$ cat config.mk
export PLATFORM = sky130hd
export DESIGN_NAME = out_flip_tx
export DESIGN_NICKNAME = d
export VERILOG_FILES = /design/src/rtl/fpu_flip_pkg.sv /design/src/rtl/out_flip_ram.sv /design/src/rtl/out_flip_tx.sv
export SDC_FILE = /design/constraint.sdc
export NUM_CORES = 1
export LEC_CHECK = 0
export ABC_AREA = 1
export CAP_MARGIN = 10
export CORE_ASPECT_RATIO = 1.25
export CORE_MARGIN = 1.5
export CORE_UTILIZATION = 30
export CTS_CLUSTER_SIZE = 30
export DETAILED_ROUTE_END_ITERATION = 6
export GPL_TIMING_DRIVEN = 0
export HOLD_SLACK_MARGIN = 0.03
export PLACE_DENSITY_LB_ADDON = 0.12
export SLEW_MARGIN = 15
export SYNTH_ARGS = -nofsm -noshare
export SYNTH_HDL_FRONTEND = slang
export SYNTH_SLANG_ARGS = --single-unit
$ cat constraint.sdc
create_clock -name clk -period 2.3 [get_ports clk]
set_clock_uncertainty 0.1 [all_clocks]
set_input_delay 0.46 -clock clk [delete_from_list [all_inputs] [get_ports clk]]
set_output_delay 0.46 -clock clk [all_outputs]
set_load 0.01 [all_outputs]
$ cat src/rtl/fpu_flip_pkg.sv
// Shared defaults and helpers for the FPU flip-buffer link.
package fpu_flip_pkg;

  localparam int FLIP_DEPTH_DEF = 4;
  localparam int FLIP_WIDTH_DEF = 32;

  // Occupancy type for the default depth: one extra bit so "full" is representable.
  typedef logic [$clog2(FLIP_DEPTH_DEF):0] flip_cnt_t;

  // Pointer width for a FIFO of the given depth (at least one bit).
  function automatic int flip_ptr_w(input int depth);
    return (depth > 1) ? $clog2(depth) : 1;
  endfunction

endpackage

$ cat src/rtl/out_flip_ram.sv
// DEPTH x WIDTH storage for out_flip_tx: one synchronous write port,
// one asynchronous read port, no reset on the array.
module out_flip_ram #(
  parameter int WIDTH = 32,
  parameter int DEPTH = 4,
  parameter int AW    = 2
) (
  input  logic             clk,
  input  logic             we_i,
  input  logic [AW-1:0]    waddr_i,
  input  logic [WIDTH-1:0] wdata_i,
  input  logic [AW-1:0]    raddr_i,
  output logic [WIDTH-1:0] rdata_o
);

  logic [WIDTH-1:0] mem_q [DEPTH];

  // Write port: store the accepted word at the write pointer.
  always_ff @(posedge clk) begin
    if (we_i) mem_q[waddr_i] <= wdata_i;
  end

  assign rdata_o = mem_q[raddr_i];

endmodule

$ cat src/rtl/out_flip_tx.sv
// Transmit-side result buffer: queues FPU results in a DEPTH-entry FIFO and
// launches one word per cycle on out_en/d_out while the receiver's pause is low.
// Optional macro OUT_FLIP_BYPASS_EN: an empty FIFO forwards src_data straight
// to d_out on the same edge (1-cycle latency, no FIFO write).
module out_flip_tx
  import fpu_flip_pkg::*;
#(
  parameter int WIDTH = FLIP_WIDTH_DEF,
  parameter int DEPTH = FLIP_DEPTH_DEF,
  parameter int SLACK = 1
) (
  input  logic                   clk,
  input  logic                   rst,
  input  logic                   src_en,
  input  logic [WIDTH-1:0]       src_data,
  output logic                   src_stall,
  input  logic                   pause_in,
  output logic                   out_en,
  output logic [WIDTH-1:0]       d_out,
  output logic [$clog2(DEPTH):0] count,
  output logic                   ovf
);

  localparam int CW = $clog2(DEPTH) + 1;
  localparam int PW = flip_ptr_w(DEPTH);
  localparam logic [CW-1:0] FULL_C  = CW'(DEPTH);
  localparam logic [CW-1:0] STALL_C = CW'(DEPTH - SLACK);

  logic [PW-1:0]    rptr_q, rptr_d, wptr_q, wptr_d;
  logic [CW-1:0]    count_q, count_d;
  logic             out_en_q, out_en_d;
  logic [WIDTH-1:0] d_out_q, d_out_d;
  logic             ovf_q, ovf_d;
  logic [WIDTH-1:0] rd_data;
  logic             launch, accept, bypass;

  out_flip_ram #(
    .WIDTH (WIDTH),
    .DEPTH (DEPTH),
    .AW    (PW)
  ) u_ram (
    .clk     (clk),
    .we_i    (accept),
    .waddr_i (wptr_q),
    .wdata_i (src_data),
    .raddr_i (rptr_q),
    .rdata_o (rd_data)
  );

  // Launch/accept decisions and next-state for pointers, count, output and ovf.
  always_comb begin
    launch = (count_q != '0) && !pause_in;
`ifdef OUT_FLIP_BYPASS_EN
    bypass = (count_q == '0) && src_en && !pause_in;
`else
    bypass = 1'b0;
`endif
    // A launch on the same edge frees a slot, so a full FIFO can still accept.
    accept = src_en && !bypass && ((count_q < FULL_C) || launch);

    rptr_d   = rptr_q;
    wptr_d   = wptr_q;
    count_d  = count_q;
    out_en_d = 1'b0;
    d_out_d  = d_out_q;
    ovf_d    = ovf_q;

    if (launch) begin
      d_out_d  = rd_data;
      out_en_d = 1'b1;
      rptr_d   = rptr_q + PW'(1);
    end else if (bypass) begin
      d_out_d  = src_data;
      out_en_d = 1'b1;
    end

    if (accept) wptr_d = wptr_q + PW'(1);
    if (src_en && !accept && !bypass) ovf_d = 1'b1;

    case ({accept, launch})
      2'b10:   count_d = count_q + CW'(1);
      2'b01:   count_d = count_q - CW'(1);
      default: count_d = count_q;
    endcase
  end

  // State registers; asynchronous reset discards all queued entries.
  always_ff @(posedge clk or negedge rst) begin
    if (!rst) begin
      rptr_q   <= '0;
      wptr_q   <= '0;
      count_q  <= '0;
      out_en_q <= 1'b0;
      d_out_q  <= '0;
      ovf_q    <= 1'b0;
    end else begin
      rptr_q   <= rptr_d;
      wptr_q   <= wptr_d;
      count_q  <= count_d;
      out_en_q <= out_en_d;
      d_out_q  <= d_out_d;
      ovf_q    <= ovf_d;
    end
  end

  assign src_stall = (count_q >= STALL_C);
  assign out_en    = out_en_q;
  assign d_out     = d_out_q;
  assign count     = count_q;
  assign ovf       = ovf_q;

endmodule
# [Yosys cells after proc, flatten, opt, wreduce, memory -nomap -nowiden]
# Memory sizes are Yosys's and may differ from the RTL's. A register that Yosys moved wholly into a read port is not among the register bits.
# Cells that the tools add are included.
[totals] ff_bits=9 ramBits=128 inputBits=36 out_inout_bits=38 word_cells=27 n_memories=1
[mem_list] memory="u_ram.mem_q" words=4 word_bits=32 read_ports=1 rd_clocked_by_memory_dff=1 write_ports=1 line="out_flip_ram.sv:16" rtl="logic [WIDTH-1:0] mem_q [DEPTH];"
[classes] n_addsub=4 order_cmp=2 n_eq_ne=2 muxes=4 n_reduce_logical=9
[op_table] op="$pmux 3 s2" count=1
[op_table] op="$add 2x1->2 const B" count=2
[op_table] op="$add 3x1->3 const B" count=1
[op_table] op="$ge 3x2->1 const B" count=1
[op_table] op="$logic_and 1x1->1" count=3
[op_table] op="$logic_not 1->1" count=3
[op_table] op="$lt 3x3->1 const B" count=1
[op_table] op="$mux 1" count=3
[op_table] op="$reduce_bool 3->1" count=1
[op_table] op="$sub 3x1->3 const B" count=1
[op_table] op="$eq 2x1->1 const B" count=1
[op_table] op="$eq 2x2->1 const B" count=1
[op_table] op="$reduce_bool 2->1" count=1
[op_table] op="$logic_or 1x1->1" count=1

# [Logic depth before layout (Yosys ltp)]
[logic_depth] depth_word=6 mapped_depth=12 ltp_nobuf=11

# [By module]
# A second synthesis with hierarchy kept.
[hier_totals] hier_cells=696 hier_area_um2=7164.4
[modules_own_cells] mod="out_flip_ram" n_inst=1 cells_each=509 area_per_inst_um2=5437.7 seq_area_each_um2=3843.7
[modules_own_cells] mod="out_flip_tx" n_inst=1 cells_each=187 area_per_inst_um2=1726.7 seq_area_each_um2=1026.0

# [Least setup slack after synthesis]
# No wires, ideal clock.
[synth_timing] path_kind="reg-to-reg" start="register wptr_q[0]" end="memory u_ram.mem_q[2][0] (enable)" setup_time_ns=0.421 arrival_time_ns=2.019 t_required_ns=1.779 slack_ns=-0.240 stages_incl_launch_ff=5 n_path_buf=0 synth_period_minus_slack_ns=2.540 path_cell_list="dfrtp_1 inv_1 ha_1 inv_1 nor2_1"
[synth_lines] item="from (decl)" line="out_flip_tx.sv:29" rtl="logic [PW-1:0] rptr_q, rptr_d, wptr_q, wptr_d;"
[synth_lines] item="from (signal assigned)" line="out_flip_tx.sv:98" rtl="wptr_q <= wptr_d;"
[synth_lines] item="to (decl)" line="out_flip_ram.sv:16"
# No word-level cell before the write port.

# [Final worst setup path]
[layout_timing] start="input pause_in" end="register count_q[2], in the netlist count[2]"
[layout_between] elab_chain_len=6 word_cells_on_any_way=8 cone_classes="eq/ne: 2; mux: 1; reduce/logical: 5"
[layout_rtl] item="from (decl)" line="out_flip_tx.sv:17" rtl="input logic pause_in,"
[layout_rtl] item="$logic_not 1->1 *" line="out_flip_tx.sv:52" rtl="launch = (count_q != '0) && !pause_in;"
[layout_rtl] item="$logic_and 1x1->1 *" line="out_flip_tx.sv:52"
[layout_rtl] item="$logic_or 1x1->1" line="out_flip_tx.sv:59" rtl="accept = src_en && !bypass && ((count_q < FULL_C) || launch);"
[layout_rtl] item="$logic_and 1x1->1" line="out_flip_tx.sv:59"
[layout_rtl] item="$eq 2x1->1 or $eq 2x2->1 (tied branches)" line="out_flip_tx.sv:80" rtl="case ({accept, launch})"
[layout_rtl] item="$pmux 3 s2 or $reduce_bool 2->1 (tied branches)"
[layout_rtl] item="to (signal assigned)" line="out_flip_tx.sv:99" rtl="count_q <= count_d;"
[layout_rtl] item="to (decl)" line="out_flip_tx.sv:30" rtl="logic [CW-1:0] count_q, count_d;"
# Mark *: on every way between the ends. The rest lies on a longest branch, timed or not.
# A chain may end at the register's enable or synchronous reset.

==> impl_results.md <==
- Global Route Usage Sum: 14.4%
- DRC Markers: 0
- Worst Path Class, Setup: primary input to flop
- First-pass GRT wire length: 26400 um
- Crit path arrival time: 2.44 ns
- Worst VDD drop: 0.628 mV
- Final Cycle Share: 96.5%
- Hold_ws: 0.372 ns
- Hold crit path type: flop to flop
- Ys Warns: 0
- Tmin final: 2.22 ns
- Fmax achieved: 0.450 GHz
- Die X: 141 um
- Vias: 4629
- Die Ht: 175 um
- Routed len/inst: 15.1 um
- Worst setup margin: 0.0798 ns
- Total wire length: 16400 um
- Area Growth Syn to Fin: 25.5%
- I/O Buffers: 73
- H-tree levels: 4
- Post-DRT Antenna Nets: 0
- CTS buffer count: 17
- HP Start: ovf$_DFFE_PN0P_
- Skew-Pair Late Insertion Delay: 0.43 ns
- Yosys reg bits: 169
- Slew Limit Headroom: 55.1%
- DRT Pass-1 Iters: 5
- Layout cells sized above 1: 8.98%
- Endpoint type of the worst setup path: flop
- # setup viols final: 0
- Part of the Yosys area used for sequential elements: 68.2%
- Initial Util: 30.8%
- CP required: 2.52 ns
- Setup Buffers After CTS: 0
- Hold-critical path depth: 1
- Clock slew at reported path FFs: 0.06 ns
- CTS tree: yes
- FP Rows: 62
- PD cells: 1240 nW/um^2
- Max-slew violations: 0
- Setup slack, reg-to-reg: 0.14 ns
- Fill count: 2264
- Overflow after GRT: 0
- CP Launch Type: primary input
- End of the worst register-to-register path: count[2]$_DFFE_PN0P_
- Pre-CTS setup slack: -0.403 ns
- Least-Margin Pin Slew: 0.672 ns
- Reg2reg start: count[2]$_DFFE_PN0P_
- Largest net degree at the start of global routing: 28
- # clock sinks: 169
- Inserted Diodes: 0
- WHS Endpoint: ovf$_DFFE_PN0P_
- Gpl congestion: 0.726
- Yosys cell types: 20
- Average cell area after synthesis: 10.3 sq um
- Max-Cap Viols: 0
- HPWL Detailed: 10500 um
- Syn nets: 733
- Status: completed
- Clock root buffer: clkbuf_16
- Vias in the first global route: 4837
- DRT iter0 DRCs: 259
- Post-DP Area: 8360 sq um
- Final instance area: 8950 sq um
- Max clock buf depth: 2
- Core area: 23200 sq um
- Cells after Synth: 691
- Io pins: 74
- Via density: 4.25
- Die area: 24700 sq um
- Nets: 831
- Static leakage: 4.09 nW
- R2R cell count: 11
- Crit path max fanout: 8
- Initial antenna violation count: 0
- RSZ-0062 raised after global routing: yes
- Cell area after synthesis: 7140 sq um
- Final hold violation count: 0
==> cell usage in the layout (no fill, tap or decap), drive strengths merged <==
cell	instances
edfxtp	128
fa	1
clkbuf	23
clkinv	5
dlygate4sd3	1
xor2	3
dlymetal6s2s	1
dfrtp	41
buf	32
inv	147
nand2	263
xnor2	2
clkinvlp	1
nand3	65
ha	5
bufinv	2
clkdlybuf4s50	71
o21ai	5
nor2	5
a31o	1
==> sequential cells by signal, summed over array words and instances (netlist names) <==
register and cells:
rptr_q 2, out_en 1, wptr_q 2, u_ram.mem_q 128
ovf 1, d_out 32, count 3
==> metal layers <==
metal / vias to the layer above / share of wire [%] / track usage [%]
met2: 84 / 51 / 25.0
met3: 19 / 3.2 / 2.94
met5: - / 0 / 0
met4: 0 / 1.6 / 5.38
met1: 2198 / 44 / 17.7
li1: 2328 / - / -
==> stage by stage <==
stage | power [W] | TNS [ns] | utilization, % | instances
2_1_floorplan | 0.00671 | -14.32 | - | 691
3_3_place_gp | 0.00833 | -238.32 | 35.5 | 1052
3_5_place_dp | 0.00849 | -3.65 | 36.0 | 1057
4_1_cts | 0.0113 | 0 | 38.6 | 1090
5_1_grt | 0.0119 | -0.00281 | 38.6 | 1090
6_report | 0.0111 | 0 | 38.6 | 1090
==> synthesized netlist by cell type <==
cell type    n  area share [%]
a31o_2       1            0.12
buf_2       11            0.77
buf_4        4            0.42
buf_6       11             1.7
clkbuf_1     1           0.053
dfrtp_1     41              14
edfxtp_1   128              54
fa_1         1            0.28
ha_1         5            0.88
inv_1      140             7.4
inv_2        5            0.26
nand2_1    262              14
nand2_4      1            0.16
nand3_1     65             4.6
nor2_1       5            0.26
o21ai_0      2            0.14
o21ai_1      2            0.14
o21ai_4      1            0.23
xnor2_1      2            0.25
xor2_1       3            0.37
==> worst max-delay path, stage by stage <==
cell and delay [ns]:
clkdlybuf4s50_1 0.51, inv_2 0.08, o21ai_4 0.37, ha_1 0.25, inv_1 0.07, fa_1 0.39
nand2_1 0.09, nand3_1 0.09, xor2_1 0.14
==> worst max-delay path by stage <==
stage | endpoint | slack, ns | cells after the start | from
floorplan | u_ram.mem_q[1][0]$_DFFE_PP_ | -0.22 | 3 | pause_in
global placement | u_ram.mem_q[3][28]$_DFFE_PP_ | -2.18 | 4 | pause_in
detailed placement | count[2]$_DFFE_PN0P_ | -0.40 | 11 | pause_in
CTS | src_stall | 0.02 | 3 | count[0]$_DFFE_PN0P_
global route | count[2]$_DFFE_PN0P_ | -0.003 | 10 | pause_in
finish | count[2]$_DFFE_PN0P_ | 0.08 | 9 | pause_in
==> report_power, final <==
| group | total [W] | internal [W] | switching, W |
|---|---|---|---|
| clock | 0.00280 | 0.00164 | 0.00116 |
| combinational | 0.00400 | 0.00164 | 0.00235 |
| sequential | 0.00433 | 0.00404 | 0.000288 |
| total | 0.0111 | 0.00732 | 0.00381 |
==> repair_timing <==
item | 4_1_cts | 5_1_grt
endpoints found under the hold margin | 14 | 0
resized for setup | 0 | 3
setup endpoints to repair | 0 | 2
hold buffers | 1 | 0
==> cell families after synthesis <==
family,count (synthesis),share of synthesized area (%)
AOI/OAI and AO/OA,6,0.631
xor gates and xnor gates,5,0.614
adders and majority gates,6,1.16
buffers and inverters,172,10.6
DFF,169,68.2
and+or+nand+nor,333,18.8
==> final cells by class <==
cell class	instances	area, sq um	share of cell area (%)
sequential	169	4870	54.4
multi-input combinational	350	1540	17.2
timing repair buffer	79	846	9.45
inverter	145	547	6.11
clock buffer	22	454	5.07
tap	288	360	4.02
buffer	27	216	2.42
clock inverter	10	120	1.34
Power figures use the tool's default switching activity.
